File: config.mk
export PLATFORM = sky130hd
export DESIGN_NAME = adc_range_reader
export DESIGN_NICKNAME = d
export VERILOG_FILES = /design/src/rtl/adc_range_reader.sv
export SDC_FILE = /design/constraint.sdc
export NUM_CORES = 1
export LEC_CHECK = 0
export CORE_ASPECT_RATIO = 1.1
export CORE_MARGIN = 2
export CORE_UTILIZATION = 45
export CTS_BUF_LIST = sky130_fd_sc_hd__clkbuf_2
export DETAILED_ROUTE_END_ITERATION = 7
export PLACE_DENSITY = 0.59
export RECOVER_POWER = 100
export SLEW_MARGIN = 30
export SYNTH_ARGS = -nofsm -noshare
export SYNTH_HDL_FRONTEND = slang
export SYNTH_SLANG_ARGS = --single-unit
File: constraint.sdc
create_clock -name sysClk -period 22.8 [get_ports sysClk]
set_input_delay 4.56 -clock sysClk [delete_from_list [all_inputs] [get_ports sysClk]]
set_output_delay 4.56 -clock sysClk [all_outputs]
set_load 0.02 [all_outputs]
File: src/rtl/adc_range_reader.sv
// rtl/adc_range_reader.sv - Latch/shift sequencer that scans the ADC range monitor into a CPU-readable bank.
// Clip detection is built only when ADC_RANGE_READER_CLIP_EN is defined.
module adc_range_reader #(
    parameter int          SAMPLE_COUNT  = 8,
    parameter int          ADC_WIDTH     = 14,
    parameter int          SETTLE_CYCLES = 16,
    parameter int          INTERVAL      = 125000,
    parameter logic [15:0] CLIP_LEVEL    = 16'h7F00,
    localparam int         WORDS         = 2 * SAMPLE_COUNT,
    localparam int         AW            = (WORDS > 1) ? $clog2(WORDS) : 1
) (
    input  logic                    sysClk,
    input  logic                    sysReset,
    input  logic                    enable,
    input  logic                    trigger,
    output logic                    rangeStrobe,
    output logic [1:0]              rangeCmd,
    input  logic [31:0]             rangeReadout,
    input  logic [AW-1:0]           cpuAddr,
    output logic [15:0]             cpuData,
    output logic                    busy,
    output logic                    scanDone,
    output logic [15:0]             scanCount,
    output logic [SAMPLE_COUNT-1:0] clipFlags,
    input  logic                    clipClear
);

    localparam int            NPUB          = 1 << AW;
    localparam int            SW            = $clog2(SETTLE_CYCLES + 1);
    localparam logic [SW-1:0] SETTLE_LAST   = SW'(SETTLE_CYCLES - 1);
    localparam logic [AW-1:0] K_LAST        = AW'(WORDS - 1);
    localparam logic [31:0]   INTERVAL_LAST = 32'(INTERVAL - 1);

    typedef enum logic [2:0] {
        S_IDLE,
        S_LATCH,
        S_SETTLE,
        S_CAPTURE,
        S_SHIFT,
        S_PUBLISH
    } state_t;

    state_t         r_state;
    logic           r_strobe;
    logic [1:0]     r_cmd;
    logic           r_busy;
    logic           r_done;
    logic [15:0]    r_count;
    logic [31:0]    r_interval;
    logic [SW-1:0]  r_settle;
    logic [AW-1:0]  r_k;
    logic [15:0]    r_shadow [WORDS];
    // Padded to a power of two so unused addresses read back as zero.
    logic [15:0]    r_pub    [NPUB];
    logic [15:0]    r_cpu_data;
    logic           w_unused;

    always_ff @(posedge sysClk or posedge sysReset) begin
        if (sysReset) begin
            r_state    <= S_IDLE;
            r_strobe   <= 1'b0;
            r_cmd      <= 2'b00;
            r_busy     <= 1'b0;
            r_done     <= 1'b0;
            r_count    <= 16'd0;
            r_interval <= 32'd0;
            r_settle   <= '0;
            r_k        <= '0;
            for (int i = 0; i < WORDS; i++) r_shadow[i] <= 16'd0;
            for (int i = 0; i < NPUB; i++) r_pub[i] <= 16'd0;
        end else begin
            r_done <= 1'b0;
            case (r_state)
                S_IDLE: begin
                    if (trigger || (enable && (r_interval == INTERVAL_LAST))) begin
                        r_interval <= 32'd0;
                        r_state    <= S_LATCH;
                        r_strobe   <= 1'b1;
                        r_cmd      <= 2'b01;
                        r_busy     <= 1'b1;
                        r_k        <= '0;
                    end else if (enable) begin
                        r_interval <= r_interval + 32'd1;
                    end else begin
                        r_interval <= 32'd0;
                    end
                end
                S_LATCH, S_SHIFT: begin
                    r_strobe <= 1'b0;
                    r_cmd    <= 2'b00;
                    r_settle <= '0;
                    r_state  <= S_SETTLE;
                    if (r_state == S_SHIFT) r_k <= r_k + AW'(1);
                end
                S_SETTLE: begin
                    if (r_settle == SETTLE_LAST) begin
                        r_state <= S_CAPTURE;
                    end else begin
                        r_settle <= r_settle + SW'(1);
                    end
                end
                S_CAPTURE: begin
                    r_shadow[r_k] <= rangeReadout[15:0];
                    if (r_k == K_LAST) begin
                        r_state <= S_PUBLISH;
                    end else begin
                        r_state  <= S_SHIFT;
                        r_strobe <= 1'b1;
                        r_cmd    <= 2'b10;
                    end
                end
                S_PUBLISH: begin
                    for (int i = 0; i < WORDS; i++) r_pub[i] <= r_shadow[i];
                    r_count <= r_count + 16'd1;
                    r_done  <= 1'b1;
                    r_busy  <= 1'b0;
                    r_state <= S_IDLE;
                end
                default: begin
                    r_state <= S_IDLE;
                end
            endcase
        end
    end

    always_ff @(posedge sysClk or posedge sysReset) begin
        if (sysReset) begin
            r_cpu_data <= 16'd0;
        end else begin
            r_cpu_data <= r_pub[cpuAddr];
        end
    end

`ifdef ADC_RANGE_READER_CLIP_EN
    localparam logic signed [16:0] CLIP_POS = {1'b0, CLIP_LEVEL};
    localparam logic signed [16:0] CLIP_NEG = -CLIP_POS;

    logic [SAMPLE_COUNT-1:0] r_clip;
    logic [SAMPLE_COUNT-1:0] w_clip_hit;

    always_comb begin
        w_clip_hit = '0;
        for (int i = 0; i < SAMPLE_COUNT; i++) begin
            w_clip_hit[i] = ($signed({r_shadow[2*i+1][15], r_shadow[2*i+1]}) >= CLIP_POS) ||
                            ($signed({r_shadow[2*i][15], r_shadow[2*i]}) <= CLIP_NEG);
        end
    end

    // A clip seen at publish outranks a clear on the same cycle.
    always_ff @(posedge sysClk or posedge sysReset) begin
        if (sysReset) begin
            r_clip <= '0;
        end else if (r_state == S_PUBLISH) begin
            r_clip <= (clipClear ? '0 : r_clip) | w_clip_hit;
        end else if (clipClear) begin
            r_clip <= '0;
        end
    end

    assign clipFlags = r_clip;
    assign w_unused  = ^{rangeReadout[31:16], 16'(ADC_WIDTH)};
`else
    assign clipFlags = '0;
    assign w_unused  = ^{rangeReadout[31:16], clipClear, CLIP_LEVEL, 16'(ADC_WIDTH)};
`endif

    assign rangeStrobe = r_strobe;
    assign rangeCmd    = r_cmd;
    assign busy        = r_busy;
    assign scanDone    = r_done;
    assign scanCount   = r_count;
    assign cpuData     = r_cpu_data;

endmodule
# After elaboration in Yosys (flattened, before gate mapping)
# Index checks and enable logic that the tools add are counted.
# op_classes
add_sub_neg	4
n_eq_ne	13
magnitude_cmp	3
bitwise_logic	2
reduce_logical	14
multipliers	0
shifts	0
n_div	0
muxes	25
# ops
operator	count
$bwmux W256	1
$bmux W16 S4	1
$demux W16 S4	1
$mux W32	2
$mux W16	3
$add A32 B1 Y32 const B	1
$eq A32 B17 Y1 const B	1
$add A16 B1 Y16 const B	1
$pmux W3 S4	1
$ge A5 B5 Y1 const B	2
$ne A2 B2 Y1 const B	5
$not A4 Y5	2
$pmux W5 S2	1
$mux W4	2
$pmux W4 S2	1
$eq A3 B2 Y1 const B	2
$eq A3 B3 Y1 const B	2
$mux W3	2
$pmux W2 S3	1
$reduce_and A2 Y1	3
$reduce_and A3 Y1	2
$reduce_bool A2 Y1	3
$add A5 B1 Y5 const B	1
$eq A5 B4 Y1 const B	1
other kinds (14)	19
# word_totals
latchBits	0
word_cells	103
register_bits	593
romBits	0
ram_bits	0
n_memories	0
input_bits	41

# Logic depth before layout (Yosys ltp)
# logic_depth
word_depth	6
mapped_depth	9
mapped_depth_nobuf	8

# Worst setup path before layout
# OpenSTA, ideal clock, no wires.
# synth_timing
path_type	input to register
from	in cpuAddr[0]
to	reg r_cpu_data[0] (netlist: cpuData[0])
path_slack_ps	16619
t_arrival_ps	6043
cell_stages	4
cell_sequence	buf_2 buf_2 mux4_2 mux4_2
# synth_via
elab_chain_cells	4
# synth_lines
item	line_no	source
start, declared	19	input logic [AW-1:0] cpuAddr,
$not A4 Y5 (not written as such)	130	r_cpu_data <= r_pub[cpuAddr];
$bmux W16 S4	130	
$mux W16 (not written as such) (2 in series)	130	
end signal, assigned	130	
end, declared	55	logic [15:0] r_cpu_data;
# No other way between the ends. The select of a mux whose other input is x is not followed.
# A chain may end at the register's enable or synchronous reset.

==> flow_summary.yaml <==
worst_hold_path:
  hold_path.class: "flip-flop to flip-flop"
  hold-path-endpoint: "r_pub[177]"
  min_from: "r_shadow[177]"
  hold_path_depth: 2
drt:
  drt_iter0_markers: 1102
  vias_per_cell: 5.32
  ant_nets: 0
  drc_errors: 0
  first_pass_iters: 5
  wl_per_cell_um: 19.0
  vias: 16500
  finalWirelength_mm: 58.7
clock_network:
  clk_pin_slew_ps: 100
  clock_latency_ps: 1310
  cts_hold_buf: 0
  cts_tree: "yes"
  cts_setup_buffers: 0
  ctsLongestPathBuffers: 3
  cts.root.buffer_cell: "clkbuf_2"
  numClockSinks: 593
  cts.repair.resized: 0
  htreeDepth: 4
  numCtsBuffers: 154
logic_synthesis:
  syn_area_sq_um: 25100
  postSynthAreaPerCell_sq_um: 11.6
  yosysTopAreaCell: "dfrtp_1"
  ys_async_sr_fraction: 1.00
  synth-main-ff-cell: "dfrtp_1"
  synth-warning-count: 0
  synth_area_leaders: "dfrtp_1 59%, nand2_1 12%, mux2_2 12%"
  synth_edf_count: 0
  synth.distinct_cells: 61
  ys_seq_area_frac: 0.592
  ys_seq_elements: 593
  synthCells: 2162
  synth_top_area_share: 0.592
sta:
  period_needed_ps: 11700
  finalSetupViolCount: 0
  tightest_slew_ps: 6350
  tns_ps: 0
  grt_setup_unrepaired: "no"
  relSlewSlack: -3.26
  fin_skew_ps: 80.1
  layout_worst_path_cycle_share: 0.513
  max_freq_mhz: 85.5
  drv_slew: 618
  hold_violations: 0
setup_path:
  crit_type: "input pin to async pin"
  arrival_ps: 13020
  worstReg2RegEnd: "r_pub[99]"
  required_ps: 24120
  r2r_cells: 6
  r2r_start: "r_state[1]"
  startpoint_type: "input pin"
  endpoint_kind: "async pin"
  crit_fanout: 129
  reg2reg_setup_slack_ps: 12420
placement:
  place_area_sq_um: 26200
  hpwl_mm: 31.2
  gp_congestion: 0.779
  io_buffers: 60
global_route:
  grt_pass1_vias: 17000
  grt_pass1_wl_mm: 93.8
  grt_max_degree: 177
  grt_util_all_layers: 0.212
  globalRoute.totalOverflow: 0
  antenna_found_initial: 7
power_and_ir_drop:
  power_mw: 2.72
  p_leak_nw: 13.7
  vdd_drop_max_mv: 0.0402
  p_per_area_nw_per_um2: 98.8
finish:
  design_area_sq_um: 27600
  layout.nets: 2311
  layout_commonest_cell: "nand2_1"
  layout_common_cells: "817 x nand2_1, 593 x dfrtp_1, 256 x mux2_2"
  postLayoutCoreUtil: 0.501
  areaGrowthSynthToFinish_pct: 9.95
  drive_gt1_frac: 0.263
die:
  die_h_um: 252
  initial_core_util: 0.456
  die_area_sq_um: 57600
  ios: 86
  num_rows: 90
  fp.coreArea_sq_um: 55000
  fp.dieW_um: 229
status:
  violations: "capacitance limit, slew limit"
  status: "finished with violations"
run:
  drv_cap: 7
==> stage by stage <==
stage                     setup slack, ps  hold WS (ps)  instances
after global placement              14190           441       2840
after global routing                 9590           470       3094
after floorplan                      1640           433       2169
final                               11100           437       3097
after detailed placement            14130           443       2840
after CTS                           15580           436       3090
==> Yosys cell counts (12+ instances only) <==
cell	count
a31oi_1	31
nand4_1	16
clkbuf_1	90
nand3_1	29
mux2_2	256
buf_2	33
o21ai_0	15
mux4_2	80
inv_1	21
dfrtp_1	593
buf_4	14
nand2_1	820
and3_1	12
nor2_1	12
==> layer usage <==
layer | vias to the layer above | global-route usage | wire [um]
met5 | - | 0 | 0
li1 | 7557 | - | -
met2 | 350 | 0.342 | 28600
met3 | 85 | 0.0488 | 2620
met4 | 0 | 0.0748 | 1050
met1 | 8474 | 0.283 | 26500
==> layout make-up <==
type	instances	area, sq um
flip-flops and latches	593	14800
clock buffers	229	1150
clock inverters	21	226
inverters	22	85.1
fillers	5076	27400
well taps	736	921
multi-input cells	1409	9540
repair buffers	82	781
diodes	5	12.5
==> report_power, final <==
group / internal (mW) / leakage, nW / switching [mW]
Combinational: 0.262 / 4.96 / 0.280
Clock: 0.318 / 1.05 / 0.422
Sequential: 1.30 / 7.65 / 0.141
Total: 1.88 / 13.7 / 0.843
==> flip-flops by register name, indices dropped and copies added (netlist names) <==
signal	flops
busy	1
cpuData	16
r_interval	32
r_k	4
r_pub	256
r_settle	5
r_shadow	256
r_state	3
rangeCmd	2
rangeStrobe	1
scanCount	16
scanDone	1
==> cell families after synthesis <==
logic type	synth area share
buffers and inverters	0.0288
adder cells (fa/ha/maj)	0.00399
other	0.000150
XOR/XNOR	0.00594
multiplexers	0.187
AND/OR/NAND/NOR	0.157
flip-flops	0.592
AO/OA/AOI/OAI	0.0245
==> worst max-delay path, stage by stage <==
cell	delay [ps]
dlygate4sd3_1	550
clkinvlp_2	3080
clkbuf_1	2960
buf_4	1010
buf_6	650
==> worst max-delay path by stage <==
stage	start	to	slack, ps
global route	sysReset	r_pub[225]	9590
CTS	sysReset	r_pub[225]	15580
global placement	sysReset	r_pub[121]	14190
floorplan	sysReset	busy	1640
finish	sysReset	r_pub[225]	11100
detailed placement	sysReset	r_shadow[121]	14130
(Power assumes the default switching activity.)
